$ cat src/rtl/serial_adder.sv
// serial_adder: bit-serial adder, one result bit per clock through a single full adder; Done follows WIDTH RUN edges.
// Optional Overflow output is present only when SERIAL_ADDER_OVF_EN is defined.

module full_adder (
  input  logic a,
  input  logic b,
  input  logic ci,
  output logic s,
  output logic co
);
  assign s  = a ^ b ^ ci;
  assign co = (a & b) | (ci & (a ^ b));
endmodule

module serial_adder #(
  parameter int WIDTH = 8
) (
  input  logic             clk_i,
  input  logic             rst_i,
  input  logic             Start,
  input  logic [WIDTH-1:0] In_A,
  input  logic [WIDTH-1:0] In_B,
  input  logic             Carry_in,
  output logic             Busy,
  output logic             Done,
  output logic [WIDTH-1:0] Sum,
  output logic             Carry_out
`ifdef SERIAL_ADDER_OVF_EN
  ,
  output logic             Overflow
`endif
);

  localparam logic [1:0] IDLE = 2'd0;
  localparam logic [1:0] RUN  = 2'd1;
  localparam logic [1:0] DONE = 2'd2;

  localparam int CW = (WIDTH > 1) ? $clog2(WIDTH) : 1;

  logic [1:0]       state;
  logic [WIDTH-1:0] a_sh;
  logic [WIDTH-1:0] b_sh;
  logic             carry_q;
  logic [CW-1:0]    cnt;
  logic             fa_s;
  logic             fa_co;
  logic             last_bit;

  full_adder u_full_adder (
    .a  (a_sh[0]),
    .b  (b_sh[0]),
    .ci (carry_q),
    .s  (fa_s),
    .co (fa_co)
  );

  assign last_bit = (cnt == CW'(WIDTH - 1));
  assign Busy     = (state == RUN);
  assign Done     = (state == DONE);

  always_ff @(posedge clk_i or posedge rst_i) begin
    if (rst_i) begin
      state     <= IDLE;
      a_sh      <= '0;
      b_sh      <= '0;
      carry_q   <= 1'b0;
      cnt       <= '0;
      Sum       <= '0;
      Carry_out <= 1'b0;
`ifdef SERIAL_ADDER_OVF_EN
      Overflow  <= 1'b0;
`endif
    end else begin
      case (state)
        IDLE: begin
          if (Start) begin
            a_sh    <= In_A;
            b_sh    <= In_B;
            carry_q <= Carry_in;
            cnt     <= '0;
            state   <= RUN;
          end
        end
        RUN: begin
          // New bit enters at the MSB so the result is LSB-aligned after WIDTH shifts.
          Sum     <= (Sum >> 1) | (WIDTH'(fa_s) << (WIDTH - 1));
          a_sh    <= a_sh >> 1;
          b_sh    <= b_sh >> 1;
          carry_q <= fa_co;
          cnt     <= cnt + 1'b1;
          if (last_bit) begin
            Carry_out <= fa_co;
`ifdef SERIAL_ADDER_OVF_EN
            // carry_q holds the carry into the MSB during its edge.
            Overflow  <= carry_q ^ fa_co;
`endif
            state     <= DONE;
          end
        end
        DONE:    state <= IDLE;
        default: state <= IDLE;
      endcase
    end
  end

endmodule

$ cat config.mk
export PLATFORM = sky130hd
export DESIGN_NAME = serial_adder
export DESIGN_NICKNAME = d
export VERILOG_FILES = /design/src/rtl/serial_adder.sv
export SDC_FILE = /design/constraint.sdc
export NUM_CORES = 1
export LEC_CHECK = 0
export ABC_AREA = 1
export BUFFER_PORTS_ARGS = -buffer_cell sky130_fd_sc_hd__buf_2
export CORE_UTILIZATION = 53
export DETAILED_ROUTE_END_ITERATION = 6
export GPL_TIMING_DRIVEN = 0
export PLACE_DENSITY = 0.76
export SYNTH_ARGS = -nofsm -noshare
export SYNTH_HDL_FRONTEND = slang
export SYNTH_SLANG_ARGS = --single-unit
$ cat constraint.sdc
create_clock -name clk_i -period 2.2 [get_ports clk_i]
set_input_delay 0.22 -clock clk_i [delete_from_list [all_inputs] [get_ports clk_i]]
set_output_delay 0.22 -clock clk_i [all_outputs]
set_load 0.005 [all_outputs]
# Word level (Yosys, flattened, before mapping)
# Cells that the tools add are included.
[word_totals]
regBits = 31
inputBits = 20
output_inout_bits = 11
wordCells = 35
[classes]
n_addsub = 1
n_eq_ne = 5
mux = 11
bitwise = 6
reduce_logical = 5
[op_table]
columns = ["op", "count"]
rows = [
  ["8-bit case mux with 2 select lines", 2],
  ["8-bit 2-to-1 mux", 2],
  ["7-bit by 8-bit OR with 8-bit output", 1],
  ["3-bit case mux with 2 select lines", 1],
  ["2-bit AND reduction", 3],
  ["2-bit 2-to-1 mux", 2],
  ["2-bit case mux with 2 select lines", 1],
  ["3-bit by 1-bit adder with 3-bit output (second input constant)", 1],
  ["3-bit equality test (second input constant)", 1],
  ["3-bit 2-to-1 mux", 1],
  ["1-bit AND", 2],
  ["2-bit by 1-bit equality test with 1-bit output (second input constant)", 1],
  ["2-bit equality test (second input constant)", 1],
  ["2-bit zero test", 1],
  ["2-bit by 1-bit != test with 1-bit output (second input constant)", 1],
  ["2-bit != test (second input constant)", 1],
  ["1-bit case mux with 2 select lines", 1],
  ["2-bit nonzero test", 1],
  ["1-bit XOR", 2],
  ["1-bit 2-to-1 mux", 1],
  ["1-bit OR", 1],
]

# Depth between registers and ports, before layout
[logic_depth]
word_depth = 4
mapped_depth = 7
depth_no_buf = 6

# Modules after synthesis
# A second synthesis with hierarchy kept.
[hier_totals]
hier_cells = 201
hier_area_um2 = 1565.3
[modules_own_cells]
columns = ["mod", "n_inst", "cells_each", "area_per_inst_um2", "seq_area_each_um2"]
rows = [
  ["serial_adder", 1, 200, 1545.2, 775.7],
  ["full_adder", 1, 1, 20.0, 0.0],
]

# Least setup slack after synthesis
# No wires, ideal clock.
[synth_path]
path_kind = "register to register"
startpoint = "register carry_q"
endpoint = "register carry_q"
arrival_ns = 1.041
t_required_ns = 2.083
path_slack_ns = 1.042
path_stages_with_launch = 6
synth_period_minus_slack_ns = 1.158
cell_sequence = "dfrtp_1 > fa_1 > inv_1 > nand3_1 > nand3_1 > nand2_1"
[synth_between]
elab_chain_len = 3
[synth_rtl]
columns = ["item", "line", "rtl"]
rows = [
  ["start: declaration", "43", "logic carry_q;"],
  ["start signal: assignment", "79", "carry_q <= Carry_in;"],
  ["start signal: assignment", "89", "carry_q <= fa_co;"],
  ["1-bit AND", "12", "assign co = (a & b) | (ci & (a ^ b));"],
  ["1-bit OR", "12", ""],
  ["via fa_co", "46", "logic fa_co;"],
  ["1-bit case mux with 2 select lines", "74", "case (state)"],
]
# The timed path passes the listed nets, and every way through them passes these cells.
# A chain may end at the register's enable or synchronous reset.

# Worst setup path after layout
[layout_path]
startpoint = "register state[1]"
endpoint = "output port Done"
[layout_between]
elab_chain_len = 1
[layout_rtl]
columns = ["item", "line", "rtl"]
rows = [
  ["start: declaration", "40", "logic [1:0] state;"],
  ["start signal: assignment", "63", "state <= IDLE;"],
  ["start signal: assignment", "81", "state <= RUN;"],
  ["start signal: assignment", "97", "state <= DONE;"],
  ["2-bit equality test", "59", "assign Done = (state == DONE);"],
  ["end: declaration", "25", "output logic Done,"],
]
# Every way passes these cells.

==> flow_metrics.py <==
metrics = {
    "final_layout": {
        "finish.utilization_pct": 66.2,
        "fillCellCount": 237,
        "nNetsFinal": 261,
        "drive_gt1_share_pct": 23.0,
        "final_cell_mix": "nand2_1, buf_2, inv_1, dfrtp_1, nand3_1",
        "final_common_cell": "nand2_1",
        "area_growth_pct": 17.6,
        "diodes": 0,
    },
    "placed_design": {
        "dp_hpwl_um": 2000,
        "place.gp.congestion": 0.756,
        "dp_slack_ps": 872,
        "io_buffers": 30,
    },
    "grt": {
        "grt_pass1_vias": 1130,
        "gr-usage-all-layers_pct": 21.9,
        "grt_overflow": 0,
        "grt_pass1_wl_um": 5160,
        "grt_max_degree": 32,
        "grt_antenna_before_repair": 0,
    },
    "sta": {
        "post-route-period-util_pct": 75.1,
        "setup_violations": 0,
        "skew_ps": 7.70,
        "finalSetupTns_ps": 0,
        "worstMarginPinSlew_ps": 1120,
        "rsz0062_at_grt": "false",
        "max_slew_margin_pct": 25.1,
        "period_needed_ps": 1650,
        "final-max-slew-violation-count": 0,
        "fin_ws_ps": 549,
        "hold_viol": 0,
        "timing.fmax_mhz": 606,
    },
    "critical_path": {
        "crit_path_end_kind": "output port",
        "cp.arrival_ps": 1430,
        "path_cells": "inv_2 -> buf_6 -> buf_2 -> nor2_1 -> buf_2",
        "crit_path_max_fanout": 10,
        "startpoint_type": "flip-flop",
        "cpMaxStageDelayCell": "dfrtp_1",
        "critPathRequiredTime_ps": 1980,
        "crit_top_cell": "buf_2",
        "critPathKind": "reg2out",
        "max_stage_delay_ps": 440,
    },
    "floorplan": {
        "coreArea_sq_um": 2780,
        "pin_count": 31,
        "die_w_um": 56.3,
        "dieArea_sq_um": 3170,
        "row_count": 19,
        "initial_utilization_pct": 56.3,
        "fp.dieH_um": 56.3,
    },
    "detailed_routing": {
        "antenna_left": 0,
        "drc": 0,
        "drt-initial-drc-count": 52,
        "via_count": 1287,
        "firstDrtPassIters": 4,
        "wl_um": 2990,
        "routed_via_density": 4.77,
        "avgRoutedWirePerCell_um": 11.1,
    },
    "yosys": {
        "avgSynthCellArea_sq_um": 7.79,
        "synthCells": 201,
        "ys_seq_area_share_pct": 49.6,
        "synth_nets": 224,
        "ys_warn_count": 0,
        "yosysUniqueCellTypes": 17,
        "yosys_register_bits": 31,
        "syn_area_sq_um": 1570,
    },
    "clock_tree": {
        "cts_buffers": 5,
        "clk_path_buf_depth": 2,
        "cts_tree": "yes",
        "postCtsHoldBufs": 0,
        "clock_sinks": 31,
        "cts_root_buf": "clkbuf_4",
        "cts_resized": 0,
        "cts.clk_slew.worst_paths_ps": 100,
        "cts_max_level": 2,
        "clk_latency_ps": 340,
        "post-cts-setup-buffers": 0,
    },
    "power_and_ir_drop": {
        "powerDensity_nw_per_um2": 1420,
        "p_seq_share_pct": 38.2,
        "internal_power_uw": 1580,
        "finalPower_uw": 2620,
        "p_sw_uw": 1030,
        "p_sw_share_pct": 39.5,
        "peakVddDrop_v": 0.00103,
        "clkPwrFrac_pct": 18.1,
        "p_leak_uw": 0.00110,
        "combPwrFrac_pct": 43.7,
    },
    "run_status": {
        "outcome": "finished clean",
    },
    "worst_hold_path": {
        "worst_hold_path_type": "in2reg",
    },
    "flow_run": {
        "cap_violations": 0,
    },
}
==> power groups by stage <==
stage / sequential, uW / combinational, uW / clock [uW]
after floorplan: 990 / 855 / 0
after global placement: 1000 / 1130 / 0
after detailed placement: 1010 / 1150 / 0
after CTS: 1000 / 1160 / 481
after global routing: 1030 / 1330 / 504
final: 1000 / 1140 / 473
==> cell type report <==
type                       instances  area (sq um)  share of cell area (%)
multi-input combinational        125           582                    31.6
tap                               31          38.8                    2.11
inverter                          36           135                    7.34
sequential                        31           776                    42.1
clock inverter                     2          35.0                    1.90
buffer                             9          72.6                    3.94
timing repair buffer              30           150                    8.16
clock buffer                       6          51.3                    2.79
==> final timing paths <==
path,start,end,slack (ps),cells after the start
setup / recovery,state[1],Done,550,5
hold / removal,In_A[7],a_sh[7],140,3
setup reg to reg,state[1],a_sh[1],940,6
hold reg to reg,b_sh[3],b_sh[3],480,2
max in group asynchronous,rst_i,a_sh[7],1370,2
min in group asynchronous,rst_i,Sum[3],150,2
==> critical path, delay by kind of cell, from the launching register on <==
kind	cells	cell delay (ps)
flip-flops	1	440
buffers and inverters	4	580
AND/OR/NAND/NOR	1	60
==> flip-flops by register name (all words and copies together), names as in the netlist <==
register and flops:
Carry_out 1, Sum 8, a_sh 8, b_sh 8
carry_q 1, cnt 3, state 2
==> routing by layer <==
| layer | track usage [%] | up-vias | share of wire [%] |
|---|---|---|---|
| met3 | 4.84 | 7 | 3.9 |
| met2 | 31.0 | 29 | 43 |
| li1 | - | 678 | - |
| met1 | 31.6 | 573 | 51 |
| met5 | 0 | - | 0 |
| met4 | 11.5 | 0 | 2.0 |
==> per-stage QoR <==
| stage | cell area [sq um] | std cells | hold slack, ps |
|---|---|---|---|
| 2_1_floorplan | 1570 | 201 | 324 |
| 3_3_place_gp | 1750 | 262 | 460 |
| 3_5_place_dp | 1750 | 262 | 465 |
| 4_1_cts | 1840 | 270 | 128 |
| 5_1_grt | 1840 | 270 | 142 |
| 6_report | 1840 | 270 | 139 |
==> cell usage after synthesis, drive strengths merged <==
master   n  area share (%)
inv     36             8.6
nor2     4             1.1
fa       1             1.3
a21oi    1            0.56
buf      9             4.6
dfrtp   31              50
o21ai    7             3.0
nand2   79              20
nand3   31             9.9
ha       2             1.6
==> cell families (layout without fill, tap and decap cells) <==
group | after synthesis | in the layout | share of synthesized area (%)
simple gates | 114 | 114 | 30.8
buf+inv | 45 | 83 | 13.3
flops | 31 | 31 | 49.6
compound gates | 8 | 8 | 3.52
fa+ha+maj | 3 | 3 | 2.88
Power figures use the tool's default switching activity.
